File: src/rtl/scope_capture_ctrl.sv
// Decimating, trigger-armed single-frame capture buffer with a ready/done/hold handshake to the display.
// The read port is one cycle behind rd_addr. The block has no backpressure: samples arriving outside ARM/CAPTURE are dropped.
module scope_capture_ctrl #(
  parameter int FRAME_LEN = 160,
  parameter int SAMPLE_W  = 7,
  parameter int DECIM_W   = 16,
  parameter int TIMEOUT   = 65535
) (
  input  logic                clk,
  input  logic                resetn,
  input  logic                sample_valid,
  input  logic                sample_sign,
  input  logic [SAMPLE_W-1:0] sample_mag,
  input  logic [SAMPLE_W:0]   trig_level,
  input  logic                trig_slope,
  input  logic [DECIM_W-1:0]  decim,
  input  logic                hold,
  input  logic                force_trig,
  input  logic                frame_done,
  input  logic [7:0]          rd_addr,
  output logic                rd_sign,
  output logic [SAMPLE_W-1:0] rd_mag,
  output logic                frame_ready,
  output logic                auto_trig,
  output logic [1:0]          state
);

  typedef enum logic [1:0] {
    ST_ARM     = 2'b00,
    ST_CAPTURE = 2'b01,
    ST_READY   = 2'b10,
    ST_HOLD    = 2'b11
  } state_e;

  localparam int TW = (TIMEOUT > 0) ? $clog2(TIMEOUT + 1) : 1;
  localparam logic [TW-1:0] TIMEOUT_C = TW'(TIMEOUT);
  localparam logic [7:0]    LAST_PTR  = 8'(FRAME_LEN - 1);

  state_e                     state_q, state_d;
  logic [DECIM_W-1:0]         dcnt_q, dcnt_d;
  logic [TW-1:0]              tcnt_q, tcnt_d;
  logic signed [SAMPLE_W:0]   prev_q, prev_d;
  logic                       prev_valid_q, prev_valid_d;
  logic [7:0]                 wr_ptr_q, wr_ptr_d;
  logic                       frame_ready_q, frame_ready_d;
  logic                       auto_trig_q, auto_trig_d;
  logic                       rd_sign_q;
  logic [SAMPLE_W-1:0]        rd_mag_q;

  logic [SAMPLE_W:0]          mem [FRAME_LEN];
  logic                       buf_we;
  logic [7:0]                 buf_wa;

  logic signed [SAMPLE_W:0]   v;
  logic signed [SAMPLE_W:0]   lvl;
  logic                       kept;
  logic                       level_hit;
  logic                       timeout_hit;
  logic                       enter_arm;
  logic [TW-1:0]              tcnt_inc;

  always_comb begin
    state_d       = state_q;
    dcnt_d        = dcnt_q;
    tcnt_d        = tcnt_q;
    prev_d        = prev_q;
    prev_valid_d  = prev_valid_q;
    wr_ptr_d      = wr_ptr_q;
    frame_ready_d = frame_ready_q;
    auto_trig_d   = auto_trig_q;
    buf_we        = 1'b0;
    buf_wa        = wr_ptr_q;
    enter_arm     = 1'b0;
    level_hit     = 1'b0;
    timeout_hit   = 1'b0;
    tcnt_inc      = tcnt_q + 1'b1;

    // Negative zero folds to zero through the two's-complement negate.
    v    = sample_sign ? (~{1'b0, sample_mag} + 1'b1) : {1'b0, sample_mag};
    lvl  = trig_level;
    kept = sample_valid && (dcnt_q == '0);

    if (sample_valid) begin
      dcnt_d = (dcnt_q >= decim) ? '0 : dcnt_q + 1'b1;
    end

    unique case (state_q)
      ST_ARM: begin
        if (kept) begin
          level_hit = prev_valid_q &&
                      (trig_slope ? (prev_q > lvl && v <= lvl)
                                  : (prev_q < lvl && v >= lvl));
          timeout_hit  = (TIMEOUT != 0) && (tcnt_inc == TIMEOUT_C);
          prev_d       = v;
          prev_valid_d = 1'b1;
          if (TIMEOUT != 0) tcnt_d = tcnt_inc;
          if (level_hit || force_trig || timeout_hit) begin
            buf_we      = 1'b1;
            buf_wa      = 8'd0;
            wr_ptr_d    = 8'd1;
            state_d     = ST_CAPTURE;
            auto_trig_d = !(level_hit || force_trig);
          end
        end
      end
      ST_CAPTURE: begin
        if (kept) begin
          buf_we = 1'b1;
          if (wr_ptr_q == LAST_PTR) begin
            state_d       = ST_READY;
            frame_ready_d = 1'b1;
          end else begin
            wr_ptr_d = wr_ptr_q + 8'd1;
          end
        end
      end
      ST_READY: begin
        if (frame_done) begin
          if (hold) state_d = ST_HOLD;
          else      enter_arm = 1'b1;
        end
      end
      ST_HOLD: begin
        if (!hold) enter_arm = 1'b1;
      end
      default: enter_arm = 1'b1;
    endcase

    // A strobe coincident with re-arming is decimation index 0, so it seeds prev.
    if (enter_arm) begin
      state_d       = ST_ARM;
      frame_ready_d = 1'b0;
      tcnt_d        = '0;
      prev_valid_d  = 1'b0;
      dcnt_d        = '0;
      if (sample_valid) begin
        dcnt_d       = (decim == '0) ? '0 : DECIM_W'(1);
        prev_d       = v;
        prev_valid_d = 1'b1;
      end
    end
  end

  always_ff @(posedge clk or negedge resetn) begin
    if (!resetn) begin
      state_q       <= ST_ARM;
      dcnt_q        <= '0;
      tcnt_q        <= '0;
      prev_q        <= '0;
      prev_valid_q  <= 1'b0;
      wr_ptr_q      <= '0;
      frame_ready_q <= 1'b0;
      auto_trig_q   <= 1'b0;
      rd_sign_q     <= 1'b0;
      rd_mag_q      <= '0;
    end else begin
      state_q       <= state_d;
      dcnt_q        <= dcnt_d;
      tcnt_q        <= tcnt_d;
      prev_q        <= prev_d;
      prev_valid_q  <= prev_valid_d;
      wr_ptr_q      <= wr_ptr_d;
      frame_ready_q <= frame_ready_d;
      auto_trig_q   <= auto_trig_d;
      if (int'(rd_addr) < FRAME_LEN) begin
        rd_sign_q <= mem[rd_addr][SAMPLE_W];
        rd_mag_q  <= mem[rd_addr][SAMPLE_W-1:0];
      end else begin
        rd_sign_q <= 1'b0;
        rd_mag_q  <= '0;
      end
    end
  end

  always_ff @(posedge clk) begin
    if (buf_we) mem[buf_wa] <= {sample_sign, sample_mag};
  end

  assign rd_sign     = rd_sign_q;
  assign rd_mag      = rd_mag_q;
  assign frame_ready = frame_ready_q;
  assign auto_trig   = auto_trig_q;
  assign state       = state_q;

endmodule

File: config.mk
export PLATFORM = sky130hd
export DESIGN_NAME = scope_capture_ctrl
export DESIGN_NICKNAME = d
export VERILOG_FILES = /design/src/rtl/scope_capture_ctrl.sv
export SDC_FILE = /design/constraint.sdc
export NUM_CORES = 1
export LEC_CHECK = 0
export CORE_MARGIN = 3
export CORE_UTILIZATION = 59
export CTS_BUF_LIST = sky130_fd_sc_hd__clkbuf_8
export DETAILED_ROUTE_END_ITERATION = 8
export GPL_TIMING_DRIVEN = 1
export HOLD_SLACK_MARGIN = 0.08
export PLACE_DENSITY = 0.78
export SLEW_MARGIN = 15
export SYNTH_ARGS = -nofsm -noshare
export SYNTH_HDL_FRONTEND = slang
export SYNTH_SLANG_ARGS = --single-unit
File: constraint.sdc
create_clock -name clk -period 3.5 [get_ports clk]
set_input_delay 1.05 -clock clk [delete_from_list [all_inputs] [get_ports clk]]
set_output_delay 1.05 -clock clk [all_outputs]
set_load 0.02 [all_outputs]
== Word level (Yosys, flattened, before mapping) ==
Memory sizes are Yosys's and may differ from the RTL's.
Index checks and enable logic that the tools add are counted.

* Bitwise logic cells: 1
* Add/sub/neg operators: 4
* Mux-type cells: 49
* Reductions and logical operators: 22
* Equal/unequal tests: 15
* Magnitude comparators: 6

{| class="wikitable"
|+ Operators by type and width
! kind !! number
|-
| $mux W16 || 6
|-
| $mux W8 || 12
|-
| $add A16 B1 Y16 const B || 2
|-
| $logic_not A16 Y1 || 2
|-
| $mux W1 || 19
|-
| $ne A3 B3 Y1 const B || 6
|-
| $add A8 B1 Y8 const B || 2
|-
| $eq A16 B16 Y1 const B || 1
|-
| $ge A16 B16 Y1 || 1
|-
| $pmux W8 S2 || 1
|-
| $mux W2 || 7
|-
| $reduce_bool A2 Y1 || 6
|-
| $eq A8 B8 Y1 const B || 1
|-
| $ge A8 B8 Y1 || 1
|-
| $gt A8 B8 Y1 || 1
|-
| $le A8 B8 Y1 || 1
|-
| $lt A8 B8 Y1 || 1
|-
| $lt A8 B8 Y1 const B || 1
|-
| $ne A2 B2 Y1 const B || 4
|-
| $not A7 Y8 || 1
|-
| $mux W7 || 1
|-
| $reduce_and A7 Y1 || 1
|-
| $pmux W2 S3 || 1
|-
| $reduce_and A3 Y1 || 2
|-
| other kinds (10) || 16
|}

* Register bits after elaboration: 61
* RAM bits: 1280
* Logic and storage cells: 108
* Memories kept: 1

{| class="wikitable"
|+ Memory list
! name !! words !! bits a word !! rd ports !! clocked after memory_dff !! wr ports !! RTL line !! text
|-
| mem || 160 || 8 || 1 || 0 || 1 || 50 || <nowiki>logic [SAMPLE_W:0] mem [FRAME_LEN];</nowiki>
|}

== Longest topological paths before layout ==
* Depth in word-level cells: 14
* Gate-level depth with buffers: 16
* Mapped depth without buffers: 14

== Least setup slack after synthesis ==
OpenSTA, ideal clock, no wires.

* Path type: input to register
* Start: input sample_mag[1]
* End: memory mem[65][0] (netlist bit) (enable)
* Stages on the path: 12
* Data arrival time: 4.362 ns
* Slack: -1.257 ns
* Required time: 3.105 ns
* Cell sequence: or3_1 -> o31ai_1 -> xnor2_1 -> ha_1 -> nand4_1 -> nand2b_1 -> a21oi_1 -> a211oi_1 -> o2bb2ai_2 -> nand2_2 -> a211o_2 -> nor4_1

* Cells in the longest elaborated chain, start to end: 14
* Elaborated cells between the ends (all ways): 19
* Classes of those cells: add/sub (1); order compare (2); mux (10); bitwise (1); reduce/logical (5)

{| class="wikitable"
|+ Ends and longest elaborated chain
! what !! RTL line !! text
|-
| from (decl) || 13 || <nowiki>input logic [SAMPLE_W-1:0] sample_mag,</nowiki>
|-
| $not A7 Y8 || 79 || <nowiki>v = sample_sign ? (~{1'b0, sample_mag} + 1'b1) : {1'b0, sample_mag};</nowiki>
|-
| $add A8 B1 Y8 || 79 ||
|-
| $mux W8 (*) || 79 ||
|-
| $ge A8 B8 Y1 / $le A8 B8 Y1 (equally long branches) || 92, 91 ||
|-
| $logic_and A1 B1 Y1, on equally long branches || 92, 91 ||
|-
| $mux W1 (*) || 91 || <nowiki>(trig_slope ? (prev_q > lvl && v <= lvl)</nowiki>
|-
| $logic_and A1 B1 Y1 (*) || 90 || <nowiki>level_hit = prev_valid_q &&</nowiki>
|-
| $logic_or A1 B1 Y1 (*) (2 in series) || 97 || <nowiki>if (level_hit || force_trig || timeout_hit) begin</nowiki>
|-
| $mux W1 || 97 ||
|-
| $mux W1 || 89 || <nowiki>if (kept) begin</nowiki>
|-
| $pmux W1 S2 || 87 || <nowiki>unique case (state_q)</nowiki>
|-
| $mux W1 || 176 || <nowiki>if (buf_we) mem[buf_wa] <= {sample_sign, sample_mag};</nowiki>
|-
| $mux W1 (not written as such) || 176 ||
|-
| to (decl) || 50 ||
|}

Mark *: on every way between the ends. The rest lies on a longest branch, timed or not.

== Final worst setup path ==
* Start: input sample_mag[0]
* End: memory mem[54][6] (netlist bit) (enable)

Same word-level chain as after synthesis.

==> qor.csv <==
metric,value,unit
insertion_delay,0.91,ns
hp-class,input port to async pin,
synth.net_count,2719,
drt-pass1-iter-count,6,
cts_buffer_depth,3,
core.rowCount,110,
ys_warn_count,0,
vias,29800,
worstSetupStartpointType,input port,
synth_edf_count,1280,
antenna_found_initial,5,
yosysTopAreaCellShare,71.0,%
drc_errors,0,
async_reset_ff_share,4.55,%
setup_violations,1279,
viasPerCell,6.63,
area_growth,21.8,%
initial_core_util,59.8,%
hold_buffers,0,
synth_flop_cell,edfxtp_1,
nNetsFinal,3239,
worstPathRequired,4.08,ns
syn_inst,2630,
leakage,21.8,nW
numCtsBuffers,202,
multi_input_area,14900,µm²
post_dp_cell_area,60400,µm²
clock.fmax,269,MHz
crit_type,input port to flop,
rsz0062_at_grt,yes,
first_iter_violations,3713,
grt_pass1_wl,204000,µm
dieArea,95400,µm²
num-fill-cells,4687,
seq_area,40000,µm²
drive_gt1_share,39.5,%
timing.slew.headroom,26.6,%
grt_pass1_vias,30200,
synth_seq_area_share,73.9,%
postLayoutCellArea,65900,µm²
gr-usage-all-layers,29.8,%
synth_top_area_cell,edfxtp_1,
wl,139000,µm
grt_max_degree,161,
violations,negative setup slack,
clock_sinks,1341,
startpoint,sample_mag[0],
root_buffer,clkbuf_8,
maxCapViolations,0,
worst_slew_pin_slew,1.09,ns
ios,59,
syn_avg_cell_area,20.6,µm²
yosys-top-cells-area,"edfxtp_1, mux4_2, dfrtp_1, nor2_1, ha_1",
utilization,72.9,%
p_per_area,508,nW/µm²
io_buffers,58,
report.final.slew_viol_count,0,
finalHoldViolations,0,
h-tree-depth,4,
skew,0.0511,ns
clk_pin_slew,0.07,ns
end_kind,flop,
gp_congestion,0.973,
fp.dieW,309,µm
antenna_left,0,
core_area,90400,µm²
timing.final.crit_share,106,%
cp.arrival,4.30,ns
die_y,309,µm
wl_per_cell,30.8,µm
ys_ff_latch,1341,
globalRouteOverflowTotal,0,
timing.rr.start,tcnt_q[0],
cts_tree,done,
fin_ws,-0.216,ns
synth.distinct_cells,76,
netlist_area,54100,µm²
period_needed,3.72,ns
critPathMaxFanout,10,
dp_hpwl,88300,µm
peakVddDrop,0.410,mV
outcome,finished with violations,
-- worst max-delay path: stages --
cell and delay (ns):
buf_12 0.12, or3_4 0.41, o31ai_4 0.22, xnor2_2 0.12
ha_1 0.34, a21oi_2 0.06, o211ai_1 0.31, buf_4 0.19
a211oi_4 0.07, o2bb2ai_4 0.22, a21oi_4 0.14, buf_4 0.21
or3_4 0.51, nor2_4 0.17, buf_4 0.15
-- state kept, by name, summed over array words and instances, names as in the netlist, named ones only --
name,cells
auto_trig,1
tcnt_q,16
prev_valid_q,1
state,2
mem,1280
rd_mag,7
frame_ready,1
dcnt_q,16
prev_q,7
rd_sign,1
wr_ptr_q,8
-- where the power goes --
| part | internal, mW | leakage, nW | switching [mW] |
|---|---|---|---|
| registers | 17.7 | 12.3 | 0.108 |
| clock network | 6.36 | 2.21 | 6.14 |
| logic | 1.18 | 7.26 | 2.02 |
| total | 25.2 | 21.8 | 8.26 |
-- routing by layer --
| layer | vias to the layer above | global-route usage, % | part of all wire [%] |
|---|---|---|---|
| met3 | 345 | 7.22 | 11 |
| met2 | 2081 | 47.2 | 49 |
| met4 | 2 | 11.1 | 3.6 |
| met5 | - | 0 | 0.0094 |
| met1 | 15300 | 41.1 | 36 |
| li1 | 12100 | - | - |
-- final cells by class --
cell class,count,share of cell area (%)
repair buffers,460,8.36
clock inverters,160,1.58
diodes,5,0.0190
well taps,1176,2.23
flip-flops and latches,1341,60.6
multi-input cells,1105,22.6
inverters,40,0.228
clock buffers,209,4.36
-- worst paths after layout --
kind                          endpoint  slack, ns  cells after the start
max                         mem[54][6]      -0.22                     15
max in group asynchronous  wr_ptr_q[5]       2.60                      2
min reg2reg                 tcnt_q[14]       0.49                      1
min in group clk           mem[140][1]       0.43                      1
min                         tcnt_q[14]       0.18                      1
max reg2reg                mem[144][0]       0.07                     12
-- Yosys cell counts, types with 12 or more instances --
master,number
inv_1,40
a21oi_1,25
nand2b_1,12
buf_2,49
nand3b_1,17
a22oi_1,15
edfxtp_1,1280
o21ai_0,42
dfrtp_1,61
nand4_1,14
and3_1,17
nor4_1,26
nor3_1,26
ha_1,42
mux4_2,390
mux2i_1,32
nor2_1,168
or3_2,20
nand2_1,53
clkbuf_1,65
a31oi_1,36
nand3_1,27
-- logic make-up after synthesis --
kind of cell             synth area share [%]
XOR/XNOR                                0.162
flip-flops                               73.9
multiplexers                             17.0
AO/OA/AOI/OAI                            2.41
buffers and inverters                    1.58
AND/OR/NAND/NOR                          4.03
adder cells (fa/ha/maj)                 0.971
-- placed cells by master (no fill, tap or decap), types with 12 or more instances in the layout --
cell,n
a31oi_1,36
nand2b_1,12
clkbuf_8,209
buf_4,193
clkinv_1,56
edfxtp_1,1280
nor2_1,39
nand4_1,14
nor2_4,118
nand2_1,53
o21ai_0,39
or3_4,27
clkinv_2,23
a22oi_1,15
nor4_1,13
inv_1,95
dfrtp_1,61
and3_1,17
nand3_1,27
nor4_4,13
clkdlybuf4s50_1,42
buf_12,120
nor3_4,17
buf_6,92
ha_1,42
mux4_2,390
nand3b_1,17
a21oi_1,22
mux2i_1,32
-- what timing repair did --
action                                   CTS  global route
pin swaps                                 98            51
endpoints found under the setup margin  1272          1280
resized for setup                        202            53
gates cloned                               4             0
buffers inserted                          27            12
-- metrics by stage --
stage          total power, mW  instances  setup TNS, ns  setup WS [ns]  hold WS [ns]
6_report                  33.5       4496        -156.71         -0.216         0.177
5_1_grt                   34.4       4493        -216.57         -0.255         0.205
4_1_cts                   33.5       4485         -66.47         -0.141         0.149
3_5_place_dp              21.1       4086       -1438.25          -1.22         0.474
3_3_place_gp              21.0       4086       -1498.70          -1.30         0.467
2_1_floorplan             19.6       2630        -872.88         -0.768         0.444
(Power assumes the default switching activity.)
